[src/rtl/interrupt_controller_pkg.sv]
// Shared constants, FSM encoding and priority-rank helper for the Z80 vectored interrupt controller.
package interrupt_controller_pkg;

  localparam logic [1:0] INTC_PEND = 2'd0;
  localparam logic [1:0] INTC_MASK = 2'd1;
  localparam logic [1:0] INTC_BASE = 2'd2;
  localparam logic [1:0] INTC_ISR  = 2'd3;

  // Low nibble of the vector returned for an acknowledge with nothing to serve.
  localparam logic [3:0] SPUR_NIB  = 4'hF;

  typedef enum logic [1:0] {
    ST_IDLE = 2'd0,
    ST_REQ  = 2'd1,
    ST_ACK  = 2'd2
  } state_e;

  // Rank 0 is the highest priority; ptr names the line currently holding rank 0.
  function automatic logic [2:0] prio_rank(input logic [2:0] idx, input logic [2:0] ptr,
                                           input int n);
    int r;
    r = (int'(idx) - int'(ptr) + n) % n;
    return 3'(r);
  endfunction

endpackage

[src/rtl/interrupt_controller_prio_enc.sv]
// Combinational find-first: returns the set bit with the lowest rank relative to rot_i.
module intc_prio_enc
  import interrupt_controller_pkg::*;
#(
  parameter int N = 8
) (
  input  logic [N-1:0] vec_i,
  input  logic [2:0]   rot_i,
  output logic         valid_o,
  output logic [2:0]   idx_o
);

  int best;

  always_comb begin
    valid_o = |vec_i;
    idx_o   = '0;
    best    = N;
    for (int j = 0; j < N; j++) begin
      if (vec_i[j] && (int'(prio_rank(3'(j), rot_i, N)) < best)) begin
        best  = int'(prio_rank(3'(j), rot_i, N));
        idx_o = 3'(j);
      end
    end
  end

endmodule

[src/rtl/interrupt_controller.sv]
// Z80 mode-2 vectored interrupt controller: edge capture, mask, priority, in-service nesting.
// Define INTC_ROTATE_EN for rotating priority; otherwise fixed priority with bit 0 highest.
module interrupt_controller
  import interrupt_controller_pkg::*;
#(
  parameter int NUM_IRQ     = 8,
  parameter int SYNC_STAGES = 2
) (
  input  logic               clk_i,
  input  logic               rst_i,
  input  logic [NUM_IRQ-1:0] irq_i,
  input  logic               sel_i,
  input  logic               we_i,
  input  logic [1:0]         adr_i,
  input  logic [7:0]         dat_i,
  output logic [7:0]         dat_o,
  input  logic               n_m1_i,
  input  logic               n_iorq_i,
  output logic               n_int_o,
  output logic [7:0]         vec_o,
  output logic               vec_oe_o
);

  logic [SYNC_STAGES-1:0][NUM_IRQ-1:0] sync_q, sync_d;
  logic [NUM_IRQ-1:0] irq_prev_q, irq_prev_d;
  logic [NUM_IRQ-1:0] pend_q, pend_d, mask_q, mask_d, isr_q, isr_d;
  logic [3:0]         base_q, base_d;
  state_e             state_q, state_d;
  logic               ack_prev_q, ack_prev_d;
  logic               n_int_q, n_int_d, vec_oe_q, vec_oe_d;
  logic [7:0]         vec_q, vec_d, dat_q, dat_d;

  logic [NUM_IRQ-1:0] req, edges, ack_oh, eoi_oh;
  logic [2:0]         ptr, req_idx, isr_idx;
  logic               req_vld, isr_vld, eligible, ack, ack_rise, do_ack, wr, rd;

`ifdef INTC_ROTATE_EN
  logic [2:0] ptr_q, ptr_d;

  // The line just acknowledged drops to lowest priority.
  always_comb begin
    ptr_d = ptr_q;
    if (do_ack) ptr_d = (int'(req_idx) == NUM_IRQ - 1) ? 3'd0 : req_idx + 3'd1;
  end

  always_ff @(posedge clk_i or posedge rst_i) begin
    if (rst_i) ptr_q <= '0;
    else       ptr_q <= ptr_d;
  end

  assign ptr = ptr_q;
`else
  assign ptr = 3'd0;
`endif

  assign req      = pend_q & ~mask_q;
  assign edges    = sync_q[SYNC_STAGES-1] & ~irq_prev_q;
  assign ack      = !n_m1_i && !n_iorq_i;
  assign ack_rise = ack && !ack_prev_q;
  assign wr       = sel_i && we_i;
  assign rd       = sel_i && !we_i;
  assign ack_oh   = {{(NUM_IRQ-1){1'b0}}, 1'b1} << req_idx;
  assign eoi_oh   = {{(NUM_IRQ-1){1'b0}}, 1'b1} << isr_idx;

  intc_prio_enc #(.N(NUM_IRQ)) u_req_enc (
    .vec_i(req), .rot_i(ptr), .valid_o(req_vld), .idx_o(req_idx)
  );

  intc_prio_enc #(.N(NUM_IRQ)) u_isr_enc (
    .vec_i(isr_q), .rot_i(ptr), .valid_o(isr_vld), .idx_o(isr_idx)
  );

  // A request may only preempt when it outranks everything already in service.
  assign eligible = req_vld &&
    (!isr_vld || (prio_rank(req_idx, ptr, NUM_IRQ) < prio_rank(isr_idx, ptr, NUM_IRQ)));

  always_comb begin
    sync_d[0] = irq_i;
    for (int s = 1; s < SYNC_STAGES; s++) sync_d[s] = sync_q[s-1];
    irq_prev_d = sync_q[SYNC_STAGES-1];
    ack_prev_d = ack;
  end

  always_comb begin
    state_d  = state_q;
    do_ack   = 1'b0;
    vec_d    = vec_q;
    vec_oe_d = 1'b0;
    pend_d   = pend_q;
    mask_d   = mask_q;
    base_d   = base_q;
    isr_d    = isr_q;
    dat_d    = dat_q;

    case (state_q)
      ST_IDLE: if (eligible) state_d = ST_REQ;
      ST_REQ: begin
        if (eligible && ack_rise) begin
          state_d = ST_ACK;
          do_ack  = 1'b1;
        end else if (!eligible) begin
          state_d = ST_IDLE;
        end
      end
      ST_ACK:  if (!ack) state_d = ST_IDLE;
      default: state_d = ST_IDLE;
    endcase

    n_int_d = (state_d != ST_REQ);

    if (do_ack) begin
      vec_d    = {base_q, req_idx, 1'b0};
      vec_oe_d = 1'b1;
    end else if (state_d == ST_ACK) begin
      vec_oe_d = 1'b1;
    end else if (state_d == ST_IDLE && ack) begin
      vec_d    = {base_q, SPUR_NIB};
      vec_oe_d = 1'b1;
    end

    // Acknowledge bookkeeping lands first; the bus write then applies on top.
    if (do_ack) pend_d = pend_d & ~ack_oh;
    if (wr && adr_i == INTC_PEND) pend_d = pend_d & ~dat_i[NUM_IRQ-1:0];
    pend_d = pend_d | edges;

    if (wr && adr_i == INTC_ISR && isr_vld) isr_d = isr_d & ~eoi_oh;
    if (do_ack) isr_d = isr_d | ack_oh;

    if (wr && adr_i == INTC_MASK) mask_d = dat_i[NUM_IRQ-1:0];
    if (wr && adr_i == INTC_BASE) base_d = dat_i[7:4];

    if (rd) begin
      case (adr_i)
        INTC_PEND: dat_d = 8'(pend_q);
        INTC_MASK: dat_d = 8'(mask_q);
        INTC_BASE: dat_d = {base_q, 4'h0};
        default:   dat_d = 8'(isr_q);
      endcase
    end
  end

  always_ff @(posedge clk_i or posedge rst_i) begin
    if (rst_i) begin
      sync_q     <= '0;
      irq_prev_q <= '0;
      pend_q     <= '0;
      mask_q     <= '1;
      base_q     <= '0;
      isr_q      <= '0;
      state_q    <= ST_IDLE;
      ack_prev_q <= 1'b0;
      n_int_q    <= 1'b1;
      vec_q      <= '0;
      vec_oe_q   <= 1'b0;
      dat_q      <= '0;
    end else begin
      sync_q     <= sync_d;
      irq_prev_q <= irq_prev_d;
      pend_q     <= pend_d;
      mask_q     <= mask_d;
      base_q     <= base_d;
      isr_q      <= isr_d;
      state_q    <= state_d;
      ack_prev_q <= ack_prev_d;
      n_int_q    <= n_int_d;
      vec_q      <= vec_d;
      vec_oe_q   <= vec_oe_d;
      dat_q      <= dat_d;
    end
  end

  assign n_int_o  = n_int_q;
  assign vec_o    = vec_q;
  assign vec_oe_o = vec_oe_q;
  assign dat_o    = dat_q;

endmodule

[config.mk]
export PLATFORM = sky130hd
export DESIGN_NAME = interrupt_controller
export DESIGN_NICKNAME = d
export VERILOG_FILES = /design/src/rtl/interrupt_controller_pkg.sv /design/src/rtl/interrupt_controller_prio_enc.sv /design/src/rtl/interrupt_controller.sv
export SDC_FILE = /design/constraint.sdc
export NUM_CORES = 1
export LEC_CHECK = 0
export ABC_AREA = 1
export CORE_UTILIZATION = 58
export CTS_CLUSTER_SIZE = 30
export DETAILED_ROUTE_END_ITERATION = 8
export GPL_TIMING_DRIVEN = 0
export PLACE_DENSITY = 0.87
export RECOVER_POWER = 25
export SYNTH_ARGS = -nofsm -noshare
export SYNTH_HDL_FRONTEND = slang
export SYNTH_SLANG_ARGS = --single-unit
[constraint.sdc]
create_clock -name clk_i -period 5 [get_ports clk_i]
set_input_delay 1.25 -clock clk_i [delete_from_list [all_inputs] [get_ports clk_i]]
set_output_delay 1.25 -clock clk_i [all_outputs]
set_load 0.02 [all_outputs]
======== Word-level counts from Yosys, hierarchy flattened ========
Cells that the tools add are included.
cells by class
  bitwise gates (word level) .............. 12
  equal/unequal tests ..................... 8
  shift operators ......................... 2
  muxes and demuxes ....................... 46
  $lt $le $gt $ge ......................... 15
  reductions and logical operators ........ 39
  $add $sub $neg .......................... 2
operators by type and width
  kind                   count
  $mux W32               12
  $lt A4 B32 Y1 const A  8
  $lt A3 B32 Y1 const A  4
  $lt A2 B32 Y1 const A  2
  $mux W8                7
  $and A8 B8 Y8          5
  $not A8 Y8             5
  $logic_and A1 B1 Y1    26
  $mux W3                8
  $pmux W8 S3            1
  $mux W2                8
  $or A8 B8 Y8           2
  $reduce_or A8 Y1       2
  $shl A1 B3 Y8 const A  2
  $eq A2 B2 Y1 const B   4
  $mux W4                2
  $mux W1                7
  $add A3 B1 Y3 const B  2
  $logic_not A2 Y1       3
  $pmux W2 S3            1
  $logic_not A1 Y1       5
  $eq A2 B1 Y1 const B   2
  $lt A3 B3 Y1           1
  $ne A2 B1 Y1 const B   1
  other kinds (4)        4
storage, ports and cells
  output and inout bits ................... 18
  word-level logic and storage cells ...... 137
  flip-flop bits (word level) ............. 73
  input bits .............................. 24

======== Logic depth before layout (Yosys ltp) ========
  depth in word-level cells ............... 36
  gate-level depth with buffers ........... 19
  gate-level depth less buffers ........... 18

======== Hierarchy ========
Synthesis repeated with hierarchy kept, for this count alone.
second synthesis, totals
  cell total of the unflattened synthesis .. 649
  area, all modules ....................... 4735.8 um2
modules (own cells, without submodules)
  module                area an instance (um2)  instances  seq. area each (um2)  cells each
  interrupt_controller  2941.6                  1          1838.0                309
  intc_prio_enc         897.1                   2          0.0                   170

======== Worst setup path before layout ========
OpenSTA, ideal clock, no wires.
  kind .................................... input to register
  start point ............................. input port n_iorq_i
  end point ............................... register vec_q[1], in the netlist vec_o[1]
  library setup time ...................... 0.118 ns
  slack ................................... 2.647 ns
  data arrival time ....................... 2.235 ns
  cell stages on the path ................. 10
  buffers on the path ..................... 0
  data required time ...................... 4.882 ns
  cell sequence ........................... nor2_1 -> inv_1 -> nor3_1 -> inv_1 -> nand3_2 -> nand2_1 -> inv_1 -> nand2_4 -> nand3_1 -> nand2_1
on the way
  longest elaborated chain between the ends .. 10
  elaborated cells between the ends (all ways) .. 16
  those cells by class .................... eq/ne (2); mux (6); reduce/logical (8)
ends and longest elaborated chain
  item                                 RTL line                     RTL
  start: declaration                   interrupt_controller.sv:18   input logic n_iorq_i,
  $logic_not A1 Y1 *                   interrupt_controller.sv:58   assign ack = !n_m1_i && !n_iorq_i;
  $logic_and A1 B1 Y1 *                interrupt_controller.sv:58
  $logic_and A1 B1 Y1                  interrupt_controller.sv:59   assign ack_rise = ack && !ack_prev_q;
  $logic_and A1 B1 Y1                  interrupt_controller.sv:98   if (eligible && ack_rise) begin
  $mux W2                              interrupt_controller.sv:98
  $pmux W2 S3                          interrupt_controller.sv:95   case (state_q)
  $logic_not A2 Y1                     interrupt_controller.sv:116  end else if (state_d == ST_IDLE && ack) begin
  $logic_and A1 B1 Y1                  interrupt_controller.sv:116
  $reduce_bool A2 Y1 (no source line)  n/a
  $reduce_and A2 Y1 (no source line)   n/a
  end signal: assignment               interrupt_controller.sv:166  vec_q <= vec_d;
  end: declaration                     interrupt_controller.sv:31   logic [7:0] vec_q, vec_d, dat_q, dat_d;
Mark *: on every way between the ends. The rest lies on a longest branch, timed or not.
A chain may end at the register's enable or synchronous reset.

======== Worst setup path after layout ========
  start point ............................. input port n_iorq_i
  end point ............................... register vec_q[5], in the netlist vec_o[5]
on the way
  longest elaborated chain between the ends .. 10
  elaborated cells between the ends (all ways) .. 16
  those cells by class .................... eq/ne (2); mux (6); reduce/logical (8)
ends and longest elaborated chain
  item                                 RTL line                     RTL
  $logic_not A1 Y1 *                   interrupt_controller.sv:58
  $logic_and A1 B1 Y1 *                interrupt_controller.sv:58
  named net ack                        interrupt_controller.sv:35   logic req_vld, isr_vld, eligible, ack, ack_rise, do_ack, wr, rd;
  $logic_and A1 B1 Y1                  interrupt_controller.sv:59
  $logic_and A1 B1 Y1                  interrupt_controller.sv:98
  $mux W2                              interrupt_controller.sv:98
  $pmux W2 S3                          interrupt_controller.sv:95
  $logic_not A2 Y1                     interrupt_controller.sv:116
  $logic_and A1 B1 Y1                  interrupt_controller.sv:116
  $reduce_bool A2 Y1 (no source line)  n/a
  $reduce_and A2 Y1 (no source line)   n/a
The timed path passes the listed nets; every way through them passes the cells marked *.

==> impl_metrics.toml <==
[setup_path]
cpMaxStageDelayCell = "dlygate4sd3_1"
crit_path_max_incr_delay_ps = 530
crit_family = "simple AND/OR/NAND/NOR gates"
critPathRequiredTime_ps = 5230
crit_arrival_ps = 3010
cpMostUsedCell = "inv_1"
r2r-start = "mask_q[2]"
critPathMaxFanout = 8
path_class = "primary input to flop"
start_kind = "primary input"
ff2ff_setup_slack_ps = 2570
r2r_end = "pend_q[0]"
cp_num_buf_inv = 4
timing.critical_path.cells = "dlygate4sd3_1 > nor2_1 > inv_1 > nor3_1 > inv_1 > nand3_2 > nand2_1 > inv_1 > nand2_4 > nand3_1 > nand2_1"
worst_r2r_path_depth = 17
cp-end-kind = "flop"

[grt]
grt_use_total_pct = 25.5
grt_max_degree = 74
grt_overflow = 0
grt_pass1_vias = 2355
grt_pass1_wl_mm = 10.3
antenna_found_initial = 0

[clocking]
post_cts_resized = 0
htreeDepth = 3
clk_latency_ps = 340
ctsHoldBuffers = 0
cts_tree = "yes"
clockBufferDepth = 2
post_cts_buffers = 0
cts_sinks = 73
cts_buffers = 9
clockRootBuffer = "clkbuf_8"
clkTransAtPathRegs_ps = 80

[timing]
hold_viol_final = 0
slew_viol_final = 0
fin_skew_ps = 7.76
worst_slack_ps = 2220
fmax_ghz = 0.360
worst_pin_slew_ps = 828
fin_crit_ps = 2780
post-route-period-util_pct = 55.6
setup_violations = 0
finalSetupTns_ps = 0
rsz0062_at_grt = "no"
slew_headroom_pct = 44.8

[detailed_routing]
via_count = 2434
drc = 0
drtIter0Drc = 245
viasPerCell = 5.25
routedWlPerCell_um = 13.6
routed_wl_mm = 6.29
drt.antenna.violating_nets = 0
drt_pass1_iterations = 8

[synth]
avgSynthCellArea_um2 = 9.17
synth_area_um2 = 3090
synth.distinct_cells = 27
syn_nets = 362
ys_ff_latch = 73
yosysWarnings = 0
yosysSeqAreaShare_pct = 59.4
syn_inst = 337

[cells_and_area]
fin_nets = 414
areaGrowthSynthToFinish_pct = 22.6
fin_cells = 464
postLayoutCellArea_um2 = 3790
layout_commonest_cell = "nand2_1"
diodes = 0
layout_common_cells = "nand2_1, dfrtp_1, inv_1"
final_layout_size_suffix_gt1_share_pct = 11.4

[place]
portBuffers = 41
dp_worst_setup_slack_ps = 1990
place_area_um2 = 3590
dp_cells = 448
gp_congestion = 0.850
dp_hpwl_mm = 4.66

[min_path]
holdPathStages = 0
min_to = "irq_prev_d[1]"
min_from = "sync_d[9]"
hp-class = "flop to flop"

[die]
rows = 26
start_util_pct = 60.5
die_x_um = 75.0
coreArea_um2 = 5110
die_y_um = 75.0
ios = 42
dieArea_um2 = 5630

[status]
outcome = "finished clean"

[flow_run]
max-cap-violations = 0

[power]
power_density_nw_per_um2 = 476
ir_drop_mv = 0.306
leakage_nw = 1.79
layout make-up:
type                    count  area (um2)
inverters                  53         201
plain buffers               2        15.0
fillers                   369        1320
flip-flops and latches     73        1840
repair buffers             41         410
clock inverters             5        56.3
clock buffers              11         141
multi-input cells         209        1040
well taps                  70        87.6
metal layers:
metal | vias to the layer above | wire length, um | track usage (%)
met5 | - | 0 | 0
met4 | 0 | 126 | 11.1
met3 | 16 | 284 | 5.89
met2 | 83 | 3270 | 43.3
met1 | 1148 | 2610 | 31.3
li1 | 1187 | - | -
worst max-delay path by stage:
stage | cells after the start | from | endpoint | slack (ps)
floorplan | 1 | rst_i | ack_prev_q | 1910
global placement | 2 | rst_i | dat_o[2] | 830
detailed placement | 11 | n_iorq_i | vec_o[1] | 1990
CTS | 1 | n_int_o | n_int_o | 2290
global route | 11 | n_iorq_i | vec_o[5] | 2020
finish | 11 | n_iorq_i | vec_o[5] | 2220
worst register-to-register path: cells and delay by family (launching register included):
kind | cells | cell delay [ps]
simple gates | 11 | 1170
buf+inv | 4 | 280
flops | 1 | 530
fa+ha+maj | 1 | 270
compound gates | 1 | 80
through the flow:
step | power (mW) | hold slack (ps) | utilization [%]
3_5_place_dp | 1.36 | 340 | 70.3
5_1_grt | 1.92 | 357 | 74.2
6_report | 1.80 | 351 | 74.2
2_1_floorplan | 1.15 | 331 | -
3_3_place_gp | 1.33 | 332 | 70.3
4_1_cts | 1.82 | 355 | 74.2
registers in the layout, summed over array words and instances (netlist names), 2 cells and up:
signal	count
irq_prev_q	8
sync_d	8
state_q	2
vec_o	8
irq_prev_d	8
dat_o	8
base_q	4
isr_q	8
mask_q	8
pend_q	8
where the power goes:
group	leakage [nW]	total, mW	internal, mW	switching, mW
clock network	0.0993	0.451	0.243	0.208
registers	0.852	0.784	0.710	0.0737
logic	0.842	0.569	0.222	0.346
total	1.79	1.80	1.18	0.628
cells in the mapped netlist (all sizes together):
master / n / area (um2)
nand2: 84 / 343
dfrtp: 64 / 1600
inv: 52 / 195
o21ai: 49 / 245
nor2: 35 / 154
nand3: 20 / 128
dfstp: 9 / 236
a221oi: 8 / 70.1
a21oi: 3 / 15.0
a31oi: 2 / 12.5
nor3: 2 / 10.0
o31ai: 2 / 15.0
a41o: 1 / 10.0
buf: 1 / 11.3
clkbuf: 1 / 3.75
clkinv: 1 / 3.75
ha: 1 / 12.5
o21bai: 1 / 18.8
or2: 1 / 6.26
cells by family after synthesis:
family	count (synthesis)	synth area share (%)
simple gates	142	20.7
flops	73	59.4
compound gates	66	12.5
buf+inv	55	6.92
fa+ha+maj	1	0.405
No activity file was read; power rests on OpenSTA's default activity.
